File: config.mk
export PLATFORM = sky130hd
export DESIGN_NAME = conv_result_collector
export DESIGN_NICKNAME = d
export VERILOG_FILES = /design/src/rtl/systolic_pkg.sv /design/src/rtl/ofmap_buffer.sv /design/src/rtl/conv_result_collector.sv
export SDC_FILE = /design/constraint.sdc
export NUM_CORES = 1
export LEC_CHECK = 0
export BUFFER_PORTS_ARGS = -buffer_cell sky130_fd_sc_hd__clkbuf_2
export CAP_MARGIN = 20
export CORE_MARGIN = 10
export CORE_UTILIZATION = 45
export CTS_CLUSTER_DIAMETER = 80
export CTS_CLUSTER_SIZE = 30
export DETAILED_ROUTE_END_ITERATION = 7
export GPL_ROUTABILITY_DRIVEN = 0
export HOLD_SLACK_MARGIN = 0.02
export SYNTH_ARGS = -nofsm -noshare
export SYNTH_HDL_FRONTEND = slang
export SYNTH_HIERARCHICAL = 1
export SYNTH_SLANG_ARGS = --single-unit
File: constraint.sdc
create_clock -name clk -period 3.45 [get_ports clk]
set_clock_uncertainty 0.15 [all_clocks]
set_input_delay 0.345 -clock clk [delete_from_list [all_inputs] [get_ports clk]]
set_output_delay 0.345 -clock clk [all_outputs]
set_load 0.1 [all_outputs]
File: src/rtl/systolic_pkg.sv
// Shared definitions for the systolic datapath, its controller and the result collector:
// collector state encoding and the result/output geometry derivations.
package systolic_pkg;

    typedef enum logic [1:0] {
        ST_IDLE    = 2'd0,
        ST_CAPTURE = 2'd1,
        ST_DONE    = 2'd2
    } state_t;

    // Worst-case accumulation of a 2x2 window plus bias fits in 2*dataSize+5 bits.
    function automatic int res_w(input int data_size);
        return 2 * data_size + 5;
    endfunction

    function automatic int out_dim(input int img_width);
        return img_width - 1;
    endfunction

    function automatic int num_out(input int img_width);
        return out_dim(img_width) * out_dim(img_width);
    endfunction

    function automatic int addr_w(input int img_width);
        int n;
        int w;
        n = num_out(img_width);
        w = 0;
        while ((1 << w) < n) w++;
        return (w < 1) ? 1 : w;
    endfunction

endpackage

File: src/rtl/ofmap_buffer.sv
// Output feature-map storage: one write port, one registered read port.
// Only the read register is reset; the array holds undefined data until written.
module ofmap_buffer #(
    parameter int RES_W   = 21,
    parameter int NUM_OUT = 4,
    parameter int ADDR_W  = 2
) (
    input  logic              clk,
    input  logic              rst,
    input  logic              wr_en,
    input  logic [ADDR_W-1:0] wr_addr,
    input  logic [RES_W-1:0]  wr_data,
    input  logic              rd_en,
    input  logic [ADDR_W-1:0] rd_addr,
    output logic [RES_W-1:0]  rd_data
);

    logic [RES_W-1:0] mem [NUM_OUT];

    always_ff @(posedge clk) begin
        if (wr_en) begin
            mem[wr_addr] <= wr_data;
        end
    end

    // Addresses past the last output read back as zero rather than aliasing.
    always_ff @(posedge clk or negedge rst) begin
        if (!rst) begin
            rd_data <= '0;
        end else if (rd_en) begin
            if (int'(rd_addr) < NUM_OUT) begin
                rd_data <= mem[rd_addr];
            end else begin
                rd_data <= '0;
            end
        end
    end

endmodule

File: src/rtl/conv_result_collector.sv
// Captures one frame of datapath results into the ofmap buffer, flags completion and
// serves host/FSM reads while not capturing.
module conv_result_collector
    import systolic_pkg::*;
#(
    parameter int dataSize  = 8,
    parameter int IMG_WIDTH = 3,
    localparam int RES_W    = res_w(dataSize),
    localparam int NUM_OUT  = num_out(IMG_WIDTH),
    localparam int ADDR_W   = addr_w(IMG_WIDTH)
) (
    input  logic              clk,
    input  logic              rst,
    input  logic              start,
    input  logic              window_valid,
    input  logic [RES_W-1:0]  result_in,
    output logic              busy,
    output logic              frame_done,
    output logic [ADDR_W:0]   out_count,
    output logic              overflow,
    input  logic              rd_en,
    input  logic [ADDR_W-1:0] rd_addr,
    output logic [RES_W-1:0]  rd_data,
    output logic              rd_valid,
    output state_t            state_dbg
);

    // Handshake: result_in is sampled on every rising edge where window_valid is high;
    // there is no backpressure. rd_en is a one-shot request answered one cycle later by
    // rd_valid with rd_data, and is ignored while busy.

    localparam logic [ADDR_W:0] LAST_IDX = (ADDR_W + 1)'(NUM_OUT - 1);

    state_t          state_q, state_d;
    logic [ADDR_W:0] count_q;
    logic            overflow_q;
    logic            frame_done_q;
    logic            rd_valid_q;
    logic            wr_en;
    logic            last_wr;
    logic            rd_ok;

    // A start cycle always wins: any result arriving with it is dropped.
    assign wr_en   = (state_q == ST_CAPTURE) && window_valid && !start;
    assign last_wr = wr_en && (count_q == LAST_IDX);
    assign rd_ok   = rd_en && (state_q != ST_CAPTURE);

    always_comb begin
        state_d = state_q;
        if (start) begin
            state_d = ST_CAPTURE;
        end else begin
            case (state_q)
                ST_IDLE:    state_d = ST_IDLE;
                ST_CAPTURE: if (last_wr) state_d = ST_DONE;
                ST_DONE:    state_d = ST_DONE;
                default:    state_d = ST_IDLE;
            endcase
        end
    end

    always_ff @(posedge clk or negedge rst) begin
        if (!rst) begin
            state_q      <= ST_IDLE;
            count_q      <= '0;
            overflow_q   <= 1'b0;
            frame_done_q <= 1'b0;
            rd_valid_q   <= 1'b0;
        end else begin
            state_q      <= state_d;
            frame_done_q <= last_wr;
            rd_valid_q   <= rd_ok;
            if (start) begin
                count_q    <= '0;
                overflow_q <= 1'b0;
            end else begin
                if (wr_en) begin
                    count_q <= count_q + 1'b1;
                end
                if (window_valid && (state_q != ST_CAPTURE)) begin
                    overflow_q <= 1'b1;
                end
            end
        end
    end

    ofmap_buffer #(
        .RES_W  (RES_W),
        .NUM_OUT(NUM_OUT),
        .ADDR_W (ADDR_W)
    ) u_buf (
        .clk    (clk),
        .rst    (rst),
        .wr_en  (wr_en),
        .wr_addr(count_q[ADDR_W-1:0]),
        .wr_data(result_in),
        .rd_en  (rd_ok),
        .rd_addr(rd_addr),
        .rd_data(rd_data)
    );

    assign busy       = (state_q == ST_CAPTURE);
    assign frame_done = frame_done_q;
    assign out_count  = count_q;
    assign overflow   = overflow_q;
    assign rd_valid   = rd_valid_q;
    assign state_dbg  = state_q;

endmodule

==> out/results.tsv, run 1 <==
stage	metric	value	unit
cts	clk_latency	0.50	ns
final_layout	drive_gt1_frac	0.291	
sta	maxSlewHeadroom	0.333	
cts	post_cts_buffers	0	
synthesis	synth_warnings	6	
pwr	p_leak	0.00223	µW
critical_path	path_max_fanout	24	
route	via_count	2419	
synthesis	ys_ff_latch	113	
status	status	completed	
final_layout	multi_input_area	972	µm²
critical_path	reg2reg_slack	1.11	ns
sta	setup_tns	0	ns
sta	rsz0062_at_grt	no	
critical_path	arrival	2.51	ns
route	antenna_left	0	
route	viasPerCell	5.08	
floorplan	die_y	118	µm
final_layout	syn_to_final_growth	28.0	%
sta	fin_crit	2.34	ns
hold_path	hold_class	primary input to flop	
cts	numCtsBuffers	17	
placed_design	io_buffers	57	
cts	ctsRootBufferMaster	clkbuf_8	
hold_path	hold_end	rd_valid$_DFF_PN0_	
placed_design	dp_hpwl	5040	µm
final_layout	nets	365	
synthesis	syn_area_per_cell	18.0	µm²
cts	cts_max_path_buffers	2	
critical_path	r2r-end	u_buf/rd_data[4]$_DFFE_PN0P_	
route	detail_route.wl_per_cell	17.8	µm
floorplan	initial_core_util	0.466	
pwr	peakVddDrop	0.439	mV
cts	cts-htree-levels	4	
global_route	grt_max_degree	30	
floorplan	num_io_pins	58	
global_route	grt_pass1_wl	14200	µm
sta	setup_viol	0	
synthesis	synth_top_area_frac	0.580	
route	drtIter0Drc	104	
cts	cts_sinks	113	
critical_path	reg2regPathDepth	6	
critical_path	start_kind	flop	
sta	hold_viol	0	
critical_path	crit_required	3.62	ns
floorplan	core_area	0.00933	mm²
hold_path	hold_path_depth	3	
flow_run	drv_cap	0	
sta	worst_pin_slew	1.00	ns
critical_path	rr_startpoint	state_dbg[1]$_DFFE_PN0P_	
final_layout	fillers	718	
sta	report.final.slew_viol_count	0	
route	drc	0	
global_route	grt.overflow.total	0	
route	routed_wl	8480	µm
synthesis	synth_cells	241	
floorplan	die_x	118	µm
synthesis	yosysTopAreaCell	edfxtp_1	
final_layout	antenna_cells	0	
final_layout	fin_util	0.596	
cts	cts_tree	yes	
cts	path_clk_slew	0.05	ns
sta	timing.fmax	427	MHz
sta	hold_ws	0.198	ns
global_route	grt_pass1_vias	2730	
sta	fin_ws	1.11	ns
synthesis	netlist_area	0.00435	mm²
floorplan	num_rows	35	
synthesis	synthTopCellsByArea	edfxtp_1 (58%), dfrtp_1 (17%), mux2i_1 (9.7%), o221ai_1 (4.0%), nand2b_1 (3.3%)	
placed_design	dpl_worst_slack	1.13	ns
synthesis	yosysSeqAreaShare	0.747	
critical_path	crit_path_end_kind	flop	
sta	fin_crit_sh	0.678	
floorplan	die_area	0.0140	mm²
synthesis	synth_nets	272	
global_route	antenna_found_initial	0	
hold_path	hp-start	rd_en	
critical_path	critical_path_class	flop to flop	
synthesis	synth_cell_types	27	
pwr	power_density	926	mW/mm²
global_route	grt_use_total	0.129	
final_layout	ff_latch_area	0.00325	mm²
route	dr.pass1.iters	4	
## through the flow
| step | cells | area [µm²] | power [µW] |
|---|---|---|---|
| 4_1_cts | 476 | 5560 | 5200 |
| 3_3_place_gp | 420 | 4720 | 3420 |
| 3_5_place_dp | 420 | 4720 | 3430 |
| 2_1_floorplan | 241 | 4360 | 3140 |
| 6_report | 476 | 5560 | 5150 |
| 5_1_grt | 476 | 5560 | 5340 |
## cells by family (layout without fill, tap and decap cells)
kind of cell | count (synthesis) | in the layout | share of synthesized area
fa+ha+maj | 3 | 3 | 0.00864
simple gates | 36 | 36 | 0.0512
mux | 42 | 42 | 0.0967
flops | 113 | 113 | 0.747
compound gates | 31 | 31 | 0.0628
buf+inv | 16 | 122 | 0.0334
## worst max path at each step
stage | start | end | cells past startpoint
3_3_place_gp | state_dbg[1]$_DFFE_PN0P_ | u_buf/mem[2][4]$_DFFE_PP_ | 6
6_report | state_dbg[1]$_DFFE_PN0P_ | u_buf/rd_data[4]$_DFFE_PN0P_ | 6
5_1_grt | state_dbg[1]$_DFFE_PN0P_ | u_buf/rd_data[15]$_DFFE_PN0P_ | 6
3_5_place_dp | state_dbg[1]$_DFFE_PN0P_ | u_buf/mem[2][4]$_DFFE_PP_ | 6
2_1_floorplan | state_dbg[0]$_DFFE_PN0P_ | u_buf/mem[2][0]$_DFFE_PP_ | 5
4_1_cts | state_dbg[1]$_DFFE_PN0P_ | u_buf/mem[2][5]$_DFFE_PP_ | 6
## where the power goes
part           leakage, µW  switching [µW]  internal (µW)  total (µW)
sequential         0.00112             109           1650        1760
combinational     0.000814            1380            288        1660
clock             0.000292             555           1180        1730
## Yosys cell counts (all sizes together)
library cell and number:
nand2b 23, nor3b 2, a21oi 4, a221oi 1, mux2i 42, a31o 1
ha 3, nand2 3, nor2 1, o221ai 21, inv 3, dfrtp 29
nand3 1, edfxtp 84, and3 1, clkbuf 5, and3b 2, nor2b 2
a311oi 1, a21bo 3, buf 8, nand3b 1
## critical path, cell delays in order (launching register included)
cell and delay (ns):
dfrtp_1 0.39, inv_1 0.06, ha_2 0.31, nor2b_2 0.06, buf_4 0.21, nand2b_1 0.73
o221ai_1 0.23
## flip-flops by register name, indices dropped and copies added, names as in the netlist
| name | flops |
|---|---|
| u_buf/mem | 84 |
| u_buf/rd_data | 21 |
| out_count | 3 |
| state_dbg | 2 |
| frame_done | 1 |
| overflow | 1 |
| rd_valid | 1 |
## per-layer routing
metal | wire [µm] | track usage | up-vias
li1 | - | - | 1134
met1 | 3730 | 0.142 | 1226
met2 | 4260 | 0.213 | 49
met3 | 403 | 0.0538 | 10
met4 | 93 | 0.0549 | 0
met5 | 0 | 0 | -
## placed cells by master (no fill, tap or decap), drive strengths merged
master / instances
nor2b: 2
nor2: 1
dlygate4sd3: 24
a21oi: 4
bufinv: 4
clkinvlp: 2
inv: 3
nand3b: 1
a21bo: 3
clkbuf: 77
a311oi: 1
ha: 3
and3: 1
clkinv: 6
nand2b: 23
o221ai: 21
and3b: 2
nand3: 1
nor3b: 2
a31o: 1
buf: 6
edfxtp: 84
dfrtp: 29
mux2i: 42
nand2: 3
a221oi: 1
## area by class of cell
type / instances / share of cell area
well taps: 129 / 0.0290
clock inverters: 12 / 0.0295
multi-input cells: 112 / 0.175
repair buffers: 87 / 0.103
flip-flops and latches: 113 / 0.584
inverters: 3 / 0.00202
clock buffers: 20 / 0.0783
## what timing repair did
| action | CTS | global route |
|---|---|---|
| hold buffers | 24 | 0 |
| gates resized for setup | 0 | 0 |
| hold endpoints to repair | 120 | 0 |
(Power assumes the default switching activity.)
==> run 2: changes to the inputs <==
Settings changed: ABC_AREA from default to 1.
Clock period 3.45 ns to 2.4 ns, I/O delays scaled along.
==> out/results.tsv, run 2 <==
stage	metric	value	unit
pwr	p_leak	0.00291	µW
synthesis	async_flop_share	0.257	
critical_path	start_kind	flop	
pwr	power_density	960	mW/mm²
sta	setup_viol	0	
cts	clk_latency	0.51	ns
sta	setup_tns	0	ns
route	drc	0	
synthesis	synth_edf_count	84	
placed_design	dp_cells	655	
floorplan	die_area	0.0150	mm²
global_route	grt_use_total	0.145	
route	routed_wl	9900	µm
route	drtIter0Drc	192	
placed_design	io_buffers	57	
pwr	peakVddDrop	0.512	mV
cts	path_clk_slew	0.05	ns
critical_path	max_stage_delay	0.47	ns
synthesis	synth_nets	499	
floorplan	num_io_pins	58	
sta	report.final.slew_viol_count	0	
hold_path	hold_class	primary input to flop	
critical_path	path_delay_family	buffers and inverters	
route	dr.pass1.iters	4	
final_layout	regMostFlops	u_buf/mem	
placed_design	dp_hpwl	6270	µm
synthesis	synth_common_cells	nand2_1 (177), inv_1 (95), edfxtp_1 (84)	
cts	cts-htree-levels	4	
final_layout	nets	594	
floorplan	die_x	123	µm
final_layout	mostFrequentLayoutCell	nand2_1	
sta	maxSlewHeadroom	0.466	
floorplan	core_area	0.0103	mm²
synthesis	synthTopCellsByArea	edfxtp_1 (53%), dfrtp_1 (15%), nand2_1 (14%), inv_1 (7.5%), nand3_1 (4.4%)	
final_layout	syn_to_final_growth	27.2	%
final_layout	fillers	871	
synthesis	syn_area_per_cell	10.1	µm²
synthesis	yosysTopAreaCell	edfxtp_1	
final_layout	antenna_cells	0	
cts	cts_tree	yes	
final_layout	final_cell_mix	nand2_1 (177), inv_1 (95), edfxtp_1 (84)	
cts	cts_max_path_buffers	2	
sta	worst_pin_slew	0.800	ns
synthesis	yosysSeqAreaShare	0.685	
cts	ctsRootBufferMaster	clkbuf_8	
critical_path	arrival	1.70	ns
sta	fin_ws	0.309	ns
critical_path	crit_required	2.01	ns
route	viasPerCell	4.57	
synthesis	synth_top_area_frac	0.532	
flow_run	drv_cap	0	
critical_path	cp_slowest_cell	dfrtp_4	
route	via_count	3252	
global_route	grt_max_degree	43	
floorplan	num_rows	37	
final_layout	final_cells	712	
sta	hold_ws	0.0525	ns
cts	cts_sinks	113	
critical_path	reg2regPathDepth	9	
synthesis	yosysMostFrequentCell	nand2_1	
global_route	antenna_found_initial	0	
placed_design	dpl_worst_slack	0.311	ns
floorplan	die_y	123	µm
cts	cts_resized	0	
sta	rsz0062_at_grt	no	
synthesis	synth_cell_types	20	
synthesis	ys.flop_type	edfxtp_1	
sta	fin_crit	2.09	ns
synthesis	ys_ff_latch	113	
floorplan	initial_core_util	0.461	
critical_path	cp.depth	3	
critical_path	crit_chain	inv_1, ha_4, clkbuf_2	
cts	post_cts_buffers	0	
critical_path	critical_path_class	flop to output pin	
critical_path	crit_path_end_kind	output pin	
synthesis	synth_cells	468	
cts	numCtsBuffers	17	
synthesis	synth_warnings	6	
route	detail_route.wl_per_cell	13.9	µm
status	status	completed	
critical_path	crit_buf_inv	2	
cts	cts_hold_buf	25	
global_route	grt.overflow.total	0	
synthesis	netlist_area	0.00474	mm²
global_route	grt_pass1_wl	16700	µm
hold_path	hold_path_depth	4	
sta	hold_viol	0	
final_layout	drive_gt1_frac	0.193	
critical_path	path_max_fanout	5	
final_layout	largest_reg_flops	84	
sta	timing.fmax	478	MHz
pwr	finalPower	5790	µW
route	antenna_left	0	
global_route	grt_pass1_vias	3318	
sta	fin_crit_sh	0.871	
## run 2: per-layer routing
| metal | vias to the layer above | GRT usage | share of wire |
|---|---|---|---|
| met3 | 14 | 0.0551 | 0.054 |
| met4 | 0 | 0.0596 | 0.013 |
| met2 | 71 | 0.224 | 0.47 |
| met5 | - | 0 | 0 |
| li1 | 1644 | - | - |
| met1 | 1523 | 0.178 | 0.47 |
## run 2: metrics by stage
stage               utilization  instance area (µm²)
floorplan                     -                 4810
global placement          0.511                 5250
detailed placement        0.511                 5250
CTS                       0.587                 6030
global route              0.587                 6030
finish                    0.587                 6030
## run 2: where the power goes
part	leakage, µW	switching [µW]	internal [µW]
Combinational	0.00153	1060	213
Sequential	0.00112	67.6	2240
Clock	0.000259	835	1380
Total	0.00291	1960	3830
## run 2: worst paths after layout
check                                                end                    startpoint  slack [ns]
max                                                 busy      state_dbg[1]$_DFFE_PN0P_        0.31
min in group asynchronous  u_buf/rd_data[17]$_DFFE_PN0P_                           rst        0.21
max reg2reg                   u_buf/mem[2][20]$_DFFE_PP_      state_dbg[1]$_DFFE_PN0P_        0.31
max in group asynchronous       state_dbg[0]$_DFFE_PN0P_                           rst        1.30
min reg2reg                 u_buf/rd_data[4]$_DFFE_PN0P_  u_buf/rd_data[4]$_DFFE_PN0P_        0.32
min                                   rd_valid$_DFF_PN0_                         rd_en        0.05
## run 2: kinds of logic after synthesis
logic type | Yosys count | synth area share
flops | 113 | 0.685
simple gates | 231 | 0.197
fa+ha+maj | 3 | 0.00792
buf+inv | 115 | 0.104
compound gates | 6 | 0.00633
## run 2: final cells by class
type	count	area, µm²	area share
clock inverters	11	91.3	0.0151
repair buffers	93	643	0.107
well taps	136	170	0.0282
inverters	98	370	0.0614
flip-flops and latches	113	3260	0.540
clock buffers	21	439	0.0728
multi-input cells	240	1060	0.176
## run 2: worst reg2reg max path: stages (launching register included)
cell     delay (ns)
dfrtp_4        0.47
inv_1          0.10
ha_4           0.17
inv_2          0.05
nor2_2         0.10
nand2_2        0.09
inv_2          0.07
inv_1          0.15
nor3_4         0.23
buf_12         0.20
==> run 3: changes to the inputs <==
Settings changed: CTS_BUF_LIST from default to sky130_fd_sc_hd__clkbuf_8.
==> out/results.tsv, run 3 (synthesis gave the netlist of run 2 again) <==
stage	metric	value	unit
status	status	completed	
route	detail_route.wl_per_cell	13.8	µm
floorplan	initial_core_util	0.461	
placed_design	dp_cells	655	
sta	setup_viol	0	
critical_path	rr_startpoint	state_dbg[1]$_DFFE_PN0P_	
critical_path	start_kind	flop	
final_layout	nets	594	
floorplan	die_area	0.0150	mm²
final_layout	fin_util	0.569	
cts	path_clk_slew	0.06	ns
floorplan	core_area	0.0103	mm²
floorplan	num_rows	37	
critical_path	reg2reg_slack	0.31	ns
cts	cts_hold_buf	25	
cts	post_cts_buffers	0	
hold_path	hold_end	rd_valid$_DFF_PN0_	
final_layout	antenna_cells	0	
final_layout	final_cells	712	
final_layout	final_area	0.00585	mm²
route	drc	0	
flow_run	drv_cap	0	
final_layout	syn_to_final_growth	23.4	%
route	antenna_left	0	
cts	clk_latency	0.42	ns
floorplan	num_io_pins	58	
critical_path	crit_required	2.37	ns
placed_design	placed_cell_area	0.00525	mm²
global_route	grt_pass1_vias	3298	
critical_path	crit_path_end_kind	flop	
global_route	antenna_found_initial	0	
final_layout	mostFrequentLayoutCell	nand2_1	
sta	report.final.slew_viol_count	0	
critical_path	path_max_fanout	21	
sta	hold_ws	0.137	ns
sta	hold_viol	0	
route	drtIter0Drc	195	
hold_path	hp-start	rd_en	
cts	ctsRootBufferMaster	clkbuf_8	
route	route.met3.wl	527	µm
hold_path	hold_path_depth	4	
cts	cts-htree-levels	4	
final_layout	final_cell_mix	nand2_1 (177), inv_1 (98), edfxtp_1 (84)	
sta	fin_crit	2.09	ns
floorplan	die_x	123	µm
hold_path	hold_class	primary input to flop	
sta	fin_crit_sh	0.873	
sta	timing.fmax	477	MHz
cts	cts_resized	0	
route	wl_met2	4620	µm
global_route	grt_use_total	0.141	
pwr	p_leak	0.00284	µW
cts	cts_max_path_buffers	2	
cts	cts_sinks	113	
final_layout	regMostFlops	u_buf/mem	
sta	rsz0062_at_grt	no	
placed_design	dp_hpwl	6270	µm
critical_path	arrival	2.07	ns
route	routed_wl	9830	µm
floorplan	die_y	123	µm
sta	worst_pin_slew	0.802	ns
cts	cts_tree	yes	
cts	numCtsBuffers	17	
global_route	grt_pass1_wl	16400	µm
critical_path	reg2regPathDepth	9	
final_layout	drive_gt1_frac	0.193	
pwr	peakVddDrop	0.465	mV
route	wl_met1	4560	µm
route	via_count	3241	
global_route	grt_max_degree	43	
route	dr.pass1.iters	4	
sta	maxSlewHeadroom	0.465	
critical_path	critical_path_class	flop to flop	
route	viasPerCell	4.55	
critical_path	r2r-end	u_buf/mem[2][20]$_DFFE_PP_	
final_layout	largest_reg_flops	84	
sta	setup_tns	0	ns
global_route	grt.overflow.total	0	
route	top_layer_used	met4	
pwr	power_density	877	mW/mm²
placed_design	io_buffers	57	
[run 3: cell count changes in the layout (fill, tap and decap cells not counted), sizes merged]
cell	delta
clkbuf	-3
inv	+3
[run 3: report_power, final]
group | leakage (µW) | total (µW) | switching [µW] | internal [µW]
clock | 0.000189 | 1560 | 742 | 821
combinational | 0.00153 | 1270 | 1050 | 213
sequential | 0.00112 | 2300 | 68.2 | 2230
total | 0.00284 | 5130 | 1860 | 3270
[run 3: worst max-delay path, stage by stage, from the launching register on]
cell	delay, ns
dfrtp_4	0.48
inv_1	0.10
ha_4	0.17
inv_2	0.04
nor2_2	0.10
nand2_2	0.09
inv_2	0.07
inv_1	0.15
nor3_4	0.23
buf_12	0.20
[run 3: worst max-delay path by stage]
stage	start	cells after the start	slack, ns	to
floorplan	state_dbg[1]$_DFFE_PN0P_	8	-0.30	u_buf/mem[2][0]$_DFFE_PP_
global placement	state_dbg[1]$_DFFE_PN0P_	9	0.37	u_buf/mem[2][19]$_DFFE_PP_
detailed placement	state_dbg[1]$_DFFE_PN0P_	9	0.31	u_buf/mem[2][19]$_DFFE_PP_
CTS	state_dbg[1]$_DFFE_PN0P_	9	0.30	u_buf/mem[2][2]$_DFFE_PP_
global route	state_dbg[1]$_DFFE_PN0P_	9	0.19	u_buf/mem[2][14]$_DFFE_PP_
finish	state_dbg[1]$_DFFE_PN0P_	9	0.31	u_buf/mem[2][20]$_DFFE_PP_
[run 3: area by class of cell]
cell class | instances | area [µm²]
fill | 901 | 4430
sequential | 113 | 3260
tap | 136 | 170
clock buffer | 18 | 248
multi-input combinational | 240 | 1060
timing repair buffer | 93 | 643
clock inverter | 14 | 103
inverter | 98 | 370
[run 3: metrics by stage]
stage | setup WS, ns | power, µW
after CTS | 0.301 | 5190
final | 0.305 | 5130
after detailed placement | 0.311 | 3590
after global placement | 0.371 | 3580
after floorplan | -0.295 | 3340
after global routing | 0.185 | 5360
[run 3: routing by layer]
layer  vias to the layer above  track usage
met1                      1517        0.177
met5                         -            0
li1                       1641            -
met2                        72        0.222
met4                         0       0.0515
met3                        11       0.0482
